### config.mk
export PLATFORM = sky130hd
export DESIGN_NAME = ps2_host_tx
export DESIGN_NICKNAME = d
export VERILOG_FILES = /design/src/rtl/ps2_pkg.sv /design/src/rtl/ps2_line_sync.sv /design/src/rtl/ps2_host_tx.sv
export SDC_FILE = /design/constraint.sdc
export NUM_CORES = 1
export LEC_CHECK = 0
export ABC_AREA = 1
export CAP_MARGIN = 20
export CORE_AREA = 2 2 73 75
export CTS_BUF_LIST = sky130_fd_sc_hd__clkbuf_4 sky130_fd_sc_hd__clkbuf_8 sky130_fd_sc_hd__clkbuf_16
export DETAILED_ROUTE_END_ITERATION = 8
export DIE_AREA = 0 0 75 77
export PLACE_DENSITY = 0.79
export SETUP_SLACK_MARGIN = 0.2
export SYNTH_ARGS = -nofsm -noshare
export SYNTH_HDL_FRONTEND = slang
export SYNTH_SLANG_ARGS = --single-unit
### constraint.sdc
create_clock -name i_clk -period 2 [get_ports i_clk]
set_input_delay 0.4 -clock i_clk [delete_from_list [all_inputs] [get_ports i_clk]]
set_output_delay 0.4 -clock i_clk [all_outputs]
set_load 0.05 [all_outputs]
### src/rtl/ps2_pkg.sv
// ps2_pkg: shared PS/2 tx state enum, error codes and odd-parity helper
package ps2_pkg;
  typedef enum logic [2:0] {
    IDLE,
    INHIBIT,
    RTS,
    SHIFT,
    PARITY,
    STOP,
    ACK,
    WAIT_IDLE
  } tx_state_t;
  localparam logic [1:0] ERR_NONE = 2'b00;
  localparam logic [1:0] ERR_TIMEOUT = 2'b01;
  localparam logic [1:0] ERR_NOACK = 2'b10;
  function automatic logic odd_parity(input logic [7:0] d);
    return ~^d;
  endfunction
endpackage

### src/rtl/ps2_line_sync.sv
// ps2_line_sync: 2-FF pad synchronizer with optional debounce filter and falling-edge detect
module ps2_line_sync #(
  parameter int FILTER_LEN = 4,
  parameter bit FILTER_EN = 1'b0
) (
  input  logic clk,
  input  logic rst,
  input  logic pad,
  output logic level,
  output logic fe
);
  localparam int FW = $clog2(FILTER_LEN + 1);
  logic s1, s2, flt, prev;
  logic [FW-1:0] fcnt;
  always_ff @(posedge clk) begin
    if (rst) begin
      s1 <= 1'b1;
      s2 <= 1'b1;
      flt <= 1'b1;
      prev <= 1'b1;
      fcnt <= '0;
    end else begin
      s1 <= pad;
      s2 <= s1;
      prev <= level;
      fcnt <= (s2 == flt || fcnt == FW'(FILTER_LEN - 1)) ? '0 : fcnt + 1'b1;
      flt <= (s2 != flt && fcnt == FW'(FILTER_LEN - 1)) ? s2 : flt;
    end
  end
  assign level = FILTER_EN ? flt : s2;
  assign fe = prev & ~level;
endmodule

### src/rtl/ps2_host_tx.sv
// ps2_host_tx: PS/2 host-to-device command transmitter; PS2_TX_CLK_FILTER_EN debounces ps2_clk
module ps2_host_tx
  import ps2_pkg::*;
#(
  parameter int INHIBIT_CYCLES = 5000,
  parameter int TIMEOUT_CYCLES = 750000,
  parameter int FILTER_LEN = 4
) (
  input  logic       i_clk,
  input  logic       i_rst,
  input  logic       i_valid,
  input  logic [7:0] i_data,
  output logic       o_ready,
  input  logic       i_ps2_clk,
  input  logic       i_ps2_data,
  output logic       o_ps2_clk_oe,
  output logic       o_ps2_data_oe,
  output logic       o_busy,
  output logic       o_done,
  output logic       o_err,
  output logic [1:0] o_err_code
);
`ifdef PS2_TX_CLK_FILTER_EN
  localparam bit CLK_FILTER = 1'b1;
`else
  localparam bit CLK_FILTER = 1'b0;
`endif
  localparam int CMAX = INHIBIT_CYCLES > TIMEOUT_CYCLES ? INHIBIT_CYCLES : TIMEOUT_CYCLES;
  localparam int CW = $clog2(CMAX + 1);

  tx_state_t state, state_n;
  logic [CW-1:0] cnt, cnt_n;
  logic [7:0] sh, sh_n;
  logic [2:0] idx, idx_n;
  logic par, par_n, drv, drv_n;
  logic [1:0] code, err_now;
  logic sync_clk, sync_data, clk_fe, unused_data_fe;
  logic active, timeout;

  ps2_line_sync #(.FILTER_LEN(FILTER_LEN), .FILTER_EN(CLK_FILTER)) u_clk_sync (
    .clk(i_clk), .rst(i_rst), .pad(i_ps2_clk), .level(sync_clk), .fe(clk_fe)
  );
  ps2_line_sync #(.FILTER_LEN(FILTER_LEN), .FILTER_EN(1'b0)) u_data_sync (
    .clk(i_clk), .rst(i_rst), .pad(i_ps2_data), .level(sync_data), .fe(unused_data_fe)
  );

  assign active = state inside {RTS, SHIFT, PARITY, STOP, ACK, WAIT_IDLE};
  assign timeout = active && cnt == CW'(TIMEOUT_CYCLES);

  always_comb begin
    state_n = state;
    cnt_n = active ? (clk_fe ? '0 : cnt + 1'b1) : cnt;
    sh_n = sh;
    idx_n = idx;
    par_n = par;
    drv_n = drv;
    o_done = 1'b0;
    o_err = 1'b0;
    err_now = ERR_NONE;
    case (state)
      IDLE: if (i_valid) begin
        state_n = INHIBIT;
        sh_n = i_data;
        par_n = odd_parity(i_data);
        idx_n = '0;
        cnt_n = '0;
      end
      INHIBIT: begin
        cnt_n = cnt == CW'(INHIBIT_CYCLES - 1) ? '0 : cnt + 1'b1;
        state_n = cnt == CW'(INHIBIT_CYCLES - 1) ? RTS : INHIBIT;
      end
      RTS: if (clk_fe) begin
        drv_n = ~sh[0];
        idx_n = 3'd1;
        state_n = SHIFT;
      end
      SHIFT: if (clk_fe) begin
        drv_n = ~sh[idx];
        idx_n = idx + 1'b1;
        state_n = idx == 3'd7 ? PARITY : SHIFT;
      end
      PARITY: if (clk_fe) begin
        drv_n = ~par;
        state_n = STOP;
      end
      STOP: if (clk_fe) begin
        drv_n = 1'b0;
        state_n = ACK;
      end
      ACK: if (clk_fe) begin
        o_err = sync_data;
        err_now = sync_data ? ERR_NOACK : ERR_NONE;
        state_n = sync_data ? IDLE : WAIT_IDLE;
      end
      WAIT_IDLE: if (sync_clk && sync_data) begin
        o_done = 1'b1;
        state_n = IDLE;
      end
      default: state_n = IDLE;
    endcase
    if (timeout) begin
      o_done = 1'b0;
      o_err = 1'b1;
      err_now = ERR_TIMEOUT;
      drv_n = 1'b0;
      state_n = IDLE;
    end
  end

  always_ff @(posedge i_clk) begin
    if (i_rst) begin
      state <= IDLE;
      cnt <= '0;
      sh <= '0;
      idx <= '0;
      par <= 1'b0;
      drv <= 1'b0;
      code <= ERR_NONE;
    end else begin
      state <= state_n;
      cnt <= cnt_n;
      sh <= sh_n;
      idx <= idx_n;
      par <= par_n;
      drv <= drv_n;
      code <= o_err ? err_now : code;
    end
  end

  assign o_ready = state == IDLE;
  assign o_busy = state != IDLE;
  assign o_ps2_clk_oe = state == INHIBIT;
  assign o_ps2_data_oe = (state == INHIBIT && cnt == CW'(INHIBIT_CYCLES - 1)) || state == RTS || drv;
  assign o_err_code = o_err ? err_now : code;
endmodule

After elaboration in Yosys (flattened, before gate mapping)
Cells that the tools add are included.
{"block": "classes", "add_sub_neg": 2, "n_lt_le_gt_ge": 1, "eq_ne": 17, "muxes": 38, "bitwise_logic": 5, "n_reduce_logical": 16}
{"operator": "$mux 20", "count": 4}
{"operator": "$pmux 20 s2", "count": 1}
{"operator": "$mux 3", "count": 12}
{"operator": "$pmux 3 s8", "count": 1}
{"operator": "$add 20x1->20 const B", "count": 1}
{"operator": "$eq 20x13->1 const B", "count": 1}
{"operator": "$eq 20x20->1 const B", "count": 1}
{"operator": "$eq 3x3->1 const B", "count": 5}
{"operator": "$mux 2", "count": 6}
{"operator": "$ne 2x2->1 const B", "count": 6}
{"operator": "$mux 1", "count": 11}
{"operator": "$pmux 3 s3", "count": 1}
{"operator": "$reduce_xnor 8->1", "count": 1}
{"operator": "$reduce_and 7->1", "count": 1}
{"operator": "$eq 3x2->1 const B", "count": 2}
{"operator": "$reduce_bool 3->1", "count": 2}
{"operator": "$reduce_bool 6->1", "count": 1}
{"operator": "$reduce_and 5->1", "count": 1}
{"operator": "$lt 3x4->1 const B", "count": 1}
{"operator": "$not 1->1", "count": 4}
{"operator": "$pmux 1 s4", "count": 1}
{"operator": "$reduce_and 4->1", "count": 1}
{"operator": "$reduce_bool 4->1", "count": 1}
{"operator": "$add 3x1->3 const B", "count": 1}
{"operator": "9 further kinds", "count": 12}
{"block": "word_totals", "register_bits": 43, "input_bits": 13, "out_inout_bits": 8, "wordCells": 91}

Logic depth before layout (Yosys ltp)
Gate-level depths: netlist of run 1.
{"block": "logic_depth", "word_depth": 6, "mapped_depth": 12}

Hierarchy
A second synthesis of run 1 with hierarchy kept.
{"block": "hier_totals", "cells_unflattened": 441, "hier_area_um2": 2736.4}
{"mod": "ps2_host_tx", "n_inst": 1, "cells_each": 417, "area_each_um2": 2548.7}
{"mod": "ps2_line_sync", "n_inst": 2, "cells_each": 12, "area_each_um2": 93.8}

Least setup slack after synthesis of run 1
Ideal clock, no wire load.
{"block": "synth_timing", "path_type": "reg-to-output", "startpoint": "register state[0]", "endpoint": "output o_done", "arrival_ns": 2.042, "slack_ns": -0.442, "stages_incl_launch_ff": 7, "path_buffers": 1, "cell_sequence": "dfxtp_1 > buf_6 > nor2_2 > nand2_4 > nand2_8 > nor4_1 > nor3_1"}
{"block": "synth_via", "elab_chain_len": 4, "elab_cells_between_ends": 10, "cone_classes": "eq/ne: 6; mux: 2; reduce/logical: 2"}
{"element": "from (decl)", "line": "ps2_host_tx.sv:31", "rtl": "tx_state_t state, state_n;"}
{"element": "from (signal assigned)", "line": "ps2_host_tx.sv:120", "rtl": "state <= state_n;"}
{"element": "$eq 3x2->1, or another cell as far along", "line": "ps2_host_tx.sv:47", "rtl": "assign active = state inside {RTS, SHIFT, PARITY, STOP, ACK, WAIT_IDLE};"}
{"element": "$reduce_bool 6->1", "line": "ps2_host_tx.sv:47"}
{"element": "$logic_and 1x1->1", "line": "ps2_host_tx.sv:48", "rtl": "assign timeout = active && cnt == CW'(TIMEOUT_CYCLES);"}
{"element": "$mux 1 (*)", "line": "ps2_host_tx.sv:101", "rtl": "if (timeout) begin"}
{"element": "to (decl)", "line": "ps2_host_tx.sv:19", "rtl": "output logic o_done,"}
Every way passes the cells marked *; elsewhere a longest branch is shown, timed or not.

Worst setup path after layout of run 1
{"block": "layout_timing", "startpoint": "register cnt[17]", "endpoint": "output o_err_code[1]"}
{"block": "layout_via", "elab_chain_len": 4, "elab_cells_between_ends": 5, "cone_classes": "eq/ne: 1; mux: 3; reduce/logical: 1"}
{"element": "from (decl)", "line": "ps2_host_tx.sv:32", "rtl": "logic [CW-1:0] cnt, cnt_n;"}
{"element": "from (signal assigned)", "line": "ps2_host_tx.sv:121", "rtl": "cnt <= cnt_n;"}
{"element": "$eq 20x20->1 (*)", "line": "ps2_host_tx.sv:48"}
{"element": "$logic_and 1x1->1 (*)", "line": "ps2_host_tx.sv:48"}
{"element": "$mux 2 / $mux 1 (equally long branches)", "line": "ps2_host_tx.sv:101"}
{"element": "$mux 2 (*)", "line": "ps2_host_tx.sv:134", "rtl": "assign o_err_code = o_err ? err_now : code;"}
{"element": "to (decl)", "line": "ps2_host_tx.sv:21", "rtl": "output logic [1:0] o_err_code"}
Marks and branches as above.

==> results of run 1 <==
[sequential cells by signal (all words and copies together) (netlist names)]
| name | cells |
|---|---|
| cnt | 20 |
| sh | 8 |
| idx | 3 |
| state | 3 |
| code | 2 |
| drv | 1 |
| par | 1 |
| u_clk_sync.level | 1 |
| u_clk_sync.prev | 1 |
| u_clk_sync.s1 | 1 |
| u_data_sync.level | 1 |
| u_data_sync.s1 | 1 |
[timing repair]
action / CTS / global route
setup buffers: 16 / 7
setup endpoints to repair: 10 / 12
pin swaps: 9 / 13
resized for setup: 33 / 38
cloned: 0 / 0
[through the flow]
stage	utilization, %	setup TNS (ps)	instance area (um^2)	setup slack (ps)	hold WS, ps
2_1_floorplan	-	0	2920	174	389
3_3_place_gp	66.4	0	3310	179	391
3_5_place_dp	66.4	0	3310	106	404
4_1_cts	72.3	-208	3600	-75.4	424
5_1_grt	75.9	-560	3780	-123	448
6_report	75.9	-240	3780	-86.8	423
[kinds of logic after synthesis]
logic type | after synthesis
XOR/XNOR | 11
flip-flops | 43
AND/OR/NAND/NOR | 272
adder cells (fa/ha/maj) | 4
buffers and inverters | 65
AO/OA/AOI/OAI | 47
[layer usage]
| metal | routed length, um | vias to the layer above |
|---|---|---|
| met5 | 0 | - |
| met4 | 367 | 0 |
| met3 | 498 | 39 |
| met2 | 4380 | 146 |
| met1 | 3360 | 1436 |
| li1 | - | 1520 |
[where the power goes]
group	total (mW)	leakage (nW)	switching (mW)	internal, mW
clock	0.573	0.0491	0.301	0.273
sequential	0.929	0.359	0.0372	0.892
combinational	0.464	1.25	0.270	0.194
[cell type report]
| cell class | instances | area (um^2) |
|---|---|---|
| Multi-Input combinational cell | 334 | 1900 |
| Fill cell | 358 | 1200 |
| Sequential cell | 43 | 891 |
| Timing Repair Buffer | 58 | 594 |
| Inverter | 55 | 214 |
| Tap cell | 70 | 87.6 |
| Clock buffer | 7 | 83.8 |
| Clock inverter | 1 | 5.00 |
[layout by cell type, fill, tap and decap left out, types with 3 or more instances in the layout]
cell,instances
nand2_2,12
o21ai_1,3
buf_12,7
nand2_4,6
inv_1,35
xnor2_1,7
o21ai_0,14
buf_4,28
nor2_4,7
inv_4,3
nand3_2,7
nor2_2,7
xor2_1,4
buf_6,11
nand2_1,115
nor2_1,42
nand3b_1,3
nand4_1,8
inv_2,16
nand3_1,47
o211ai_1,3
a21oi_2,3
dfxtp_1,27
a21oi_1,17
clkdlybuf4s50_1,12
dfxtp_2,12
or2_2,6
dfxtp_4,4
clkbuf_8,5
[path summary, 6_finish.rpt]
path | to | slack [ps] | cells after the start
worst max-delay path | o_err_code[1] | -90 | 7
worst max register to register | state[1] | 110 | 15
worst min register to register | u_data_sync.level | 420 | 1
worst min-delay path | u_data_sync.level | 420 | 1
==> impl_metrics.ini, run 1 <==
[outcome]
outcome = finished, violations left
violations = negative setup slack

[drt]
ant_nets = 0
drtIter0Drc = 273
drt_wl_total_um = 8600
num_vias = 3141
wl_per_cell_um = 15.1
drc = 0
via_per_inst = 5.53
first_pass_iters = 6

[cells_and_area]
area_delta_synth_final_pct = 30.8
diodes = 0
drive_gt1_share_pct = 30.3
nNetsFinal = 514
fin_cells = 568

[timing]
maxSlewViolCount = 0
final-setup-viol-count = 5
maxClockFrequency_ghz = 0.479
final.period_utilization_pct = 104
tightestPinTransition_ps = 510
max_slew_margin_pct = 65.8
skew_ps = 8.25
setup_ws_ps = -86.8
rsz0062_at_grt = true
period_minus_slack_ps = 2090
hold_viol = 0

[worst_setup_path]
crit_fanout = 4
max_stage_delay_ps = 360
critical_path.slowest_cell = dfxtp_2
cp_top_family = simple AND/OR/NAND/NOR gates
critPathCaptureType = output pin
cp-start-kind = flop
crit_buf_inv = 3
r2r-start = cnt[6]
worstSetupStartpoint = cnt[17]
critPathKind = flop to output pin
crit_required_ps = 1600
worstPathCellList = nand2_1, inv_1, nand4_1, nor4_4, buf_4, nor2_4, buf_6
crit_arrival_ps = 1690

[synth]
async_flop_share_pct = 0
ys_types = 41
synth_largest_area_cell = dfxtp_1
synth_edf_count = 0
ys_warn_count = 0
synth-compound-area-share_pct = 9.79
yosys.area.top_type_share_pct = 29.8
ys_seq_area_share_pct = 29.8
synthMuxAreaShare_pct = 0
synth_xor_area_share_pct = 3.33
synthFlopType = dfxtp_1
syn-cell-area_um2 = 2890
syn-num-nets = 459
yosysMostFrequentCell = nand2_1
synth_fa_ha_area_share_pct = 1.73
synth-simple-area-share_pct = 45.6
synthTopCellsByArea = dfxtp_1, nand2_1, nand3_1
synth_top_family_by_area = simple AND/OR/NAND/NOR gates
ys_ff_latch = 43
synth_common_cells = nand2_1, nand3_1, nor2_1
netlist_instances = 442
syn_avg_cell_area_um2 = 6.54

[clock_network]
clockBufferDepth = 2
cts_sinks = 43
cts-root-buf = clkbuf_8
path_clk_slew_ps = 80
cts_inserted_buffers = 5
h-tree-depth = 2
cts_tree = yes
clkLatencyLatePin_ps = 300
ctsHoldBuffers = 0

[flow_run]
maxCapViolations = 0

[power]
totalPowerFinal_mw = 1.97
peakVddDrop_uv = 452
p_per_area_nw_per_um2 = 520
power.leakage_nw = 1.65

[global_route]
overflow = 0
use_met2_pct = 50.9
grt_first_pass_wirelength_um = 13400
grt_max_degree = 23
grt_use_total_pct = 29.8
met3_usage_pct = 5.26
grt_pass1_vias = 2952
antenna_found_initial = 0
top_usage_layer = met2
globalRouteMet1Util_pct = 34.8

[floorplan]
num_io_pins = 21
die_h_um = 77
fp-row-count = 26
fp.dieW_um = 75
core_um2 = 4980
start_util_pct = 58.0
dieArea_um2 = 5780

[placed_design]
globalplace.congestion = 0.992
dp_cells = 537
place_hpwl_um = 5680
portBuffers = 20

[min_path]
hp-start = u_data_sync.s1
hold_path_class = flop to flop
Power figures use the tool's default switching activity.
==> inputs of run 2 (changes only) <==
--- a/config.mk
+++ b/config.mk
@@ -11,6 +11,7 @@
 export CTS_BUF_LIST = sky130_fd_sc_hd__clkbuf_4 sky130_fd_sc_hd__clkbuf_8 sky130_fd_sc_hd__clkbuf_16
 export DETAILED_ROUTE_END_ITERATION = 8
 export DIE_AREA = 0 0 75 77
+export GPL_ROUTABILITY_DRIVEN = 0
 export PLACE_DENSITY = 0.79
 export SETUP_SLACK_MARGIN = 0.2
 export SYNTH_ARGS = -nofsm -noshare
==> run 2 against run 1 <==
  * The run still ends with negative setup slack left
  * Combinational power shrank 1%
  * Register-to-register slack gained 180 ps
  * Cell count shrank 1.8%
  * Worst setup slack lost 8.7 ps
  * Design area shrank 3.4%
  * Non-clock buffer count shrank 11
  * Utilization shrank 2.6 points
  * Wire length shrank 2.2%
  * First-iteration DRC count grew 78%
  * Total power is essentially flat
  * Critical path depth grew 1
  * Highest routed layer unchanged
==> impl_metrics.ini, run 2 (synthesized netlist as in run 1, its figures left out) <==
[global_route]
grt_use_total_pct = 27.9
antenna_found_initial = 0
grt_first_pass_wirelength_um = 12600
grt_max_degree = 23
grt_pass1_vias = 2874
overflow = 0

[clock_network]
cts_inserted_buffers = 5
cts_tree = yes
path_clk_slew_ps = 90
cts-root-buf = clkbuf_8
clkLatencyLatePin_ps = 300
h-tree-depth = 2
clockBufferDepth = 2
cts_sinks = 43

[timing]
period_minus_slack_ps = 2100
maxClockFrequency_ghz = 0.477
hold_viol = 0
rsz0062_at_grt = true
tightestPinTransition_ps = 269
max_slew_margin_pct = 82.1
holdWs_ps = 416
maxSlewViolCount = 0
setup_ws_ps = -95.5
skew_ps = 4.88
final.period_utilization_pct = 105
final-setup-viol-count = 4

[cells_and_area]
mostFrequentLayoutCells = nand2_1, nand3_1, nor2_1
reg_top3 = cnt x20, sh x8
final_common_cell = nand2_1
area_delta_synth_final_pct = 26.3
stdcell_area_um2 = 3650
nNetsFinal = 504
diodes = 0
largest_reg_flops = 20
drive_gt1_share_pct = 28.3
top_register = cnt

[power]
switching_power_mw = 0.637
power.leakage_nw = 1.58
pwr-share-clk_pct = 29.6
p_per_area_nw_per_um2 = 539
comb_power_share_pct = 23.3
p_sw_share_pct = 32.4
peakVddDrop_uv = 362
internal-power_mw = 1.33
p_seq_share_pct = 47.1

[drt]
via_per_inst = 5.66
drc = 0
first_pass_iters = 5
wl_per_cell_um = 15.1
drtIter0Drc = 487
num_vias = 3159
drt_wl_total_um = 8420
ant_nets = 0

[worst_setup_path]
max_stage_delay_ps = 350
crit_arrival_ps = 1700
worstPathCellList = inv_1, nand2_2, nor2_2, nand4_1, nor4_4, buf_4, nor3_4, buf_6
crit_fanout = 2
cp-start-kind = flop
critPathCaptureType = output pin
critPathKind = flop to output pin
critical_path.slowest_cell = dfxtp_4
crit_required_ps = 1600

[floorplan]
start_util_pct = 58.0
num_io_pins = 21
fp.dieW_um = 75
core_um2 = 4980
dieArea_um2 = 5780
die_h_um = 77
fp-row-count = 26

[outcome]
outcome = finished, violations left
violations = negative setup slack

[placed_design]
portBuffers = 20
placedInstanceArea_um2 = 3280
place_hpwl_um = 5210

[flow_run]
maxCapViolations = 0

[min_path]
hold_path_class = flop to flop
==> run 2: changes by cell type in the layout (fill, tap and decap cells not counted), moves of 2 or more <==
| cell | previous run | this run |
|---|---|---|
| buf_6 | 11 | 3 |
| buf_4 | 28 | 25 |
| inv_2 | 16 | 13 |
| inv_4 | 3 | 5 |
| nand2_1 | 115 | 117 |
| nor2_2 | 7 | 9 |
| nor2_4 | 7 | 5 |
==> run 2: layout make-up <==
type	count	area (um^2)
clock inverters	2	12.5
repair buffers	47	477
clock buffers	6	76.3
fillers	394	1330
flip-flops and latches	43	892
multi-input cells	335	1890
inverters	55	219
well taps	70	87.6
==> run 2: power by group through the flow <==
stage	logic, mW	clock network (mW)	registers (mW)
after global placement	0.394	0	0.937
after CTS	0.410	0.588	0.922
after detailed placement	0.400	0	0.938
after floorplan	0.280	0	0.929
after global routing	0.494	0.612	0.932
final	0.458	0.582	0.927
==> run 2: timing repair <==
item,CTS,global route
cloned,0,1
hold endpoints to repair,0,0
setup buffers,8,8
hold buffers,0,0
pin swaps,8,12
gates resized for setup,29,28
endpoints found under the setup margin,7,7
==> run 2: routing by layer <==
metal | vias to the layer above | routed length, um | track usage, %
met1 | 1453 | 3210 | 33.3
li1 | 1507 | - | -
met5 | - | 0 | 0
met3 | 41 | 678 | 4.60
met2 | 158 | 4190 | 47.5
met4 | 0 | 345 | 13.2
==> run 2: critical path: cells and delay by family, from the launching register on <==
family	cells	cell delay (ps)
buffers and inverters	3	400
and+or+nand+nor	5	650
DFF	1	350
==> run 2: worst paths after layout <==
path	start	to	slack, ps	depth (start not counted)
worst max-delay path	cnt[6]	o_done	-100	8
worst min-delay path	u_clk_sync.s1	u_clk_sync.level	420	1
worst max register to register	cnt[1]	cnt[16]	290	10
worst min register to register	u_clk_sync.s1	u_clk_sync.level	420	1
==> run 2: per-stage QoR <==
| stage | setup slack (ps) | std cells | util, % | TNS [ps] | power (mW) |
|---|---|---|---|---|---|
| after detailed placement | 152 | 533 | 65.8 | 0 | 1.34 |
| after global placement | 188 | 533 | 65.8 | 0 | 1.33 |
| after CTS | -113 | 549 | 70.2 | -289 | 1.92 |
| after floorplan | 174 | 442 | - | 0 | 1.21 |
| after global routing | -247 | 558 | 73.3 | -703 | 2.04 |
| final | -95.5 | 558 | 73.3 | -226 | 1.97 |
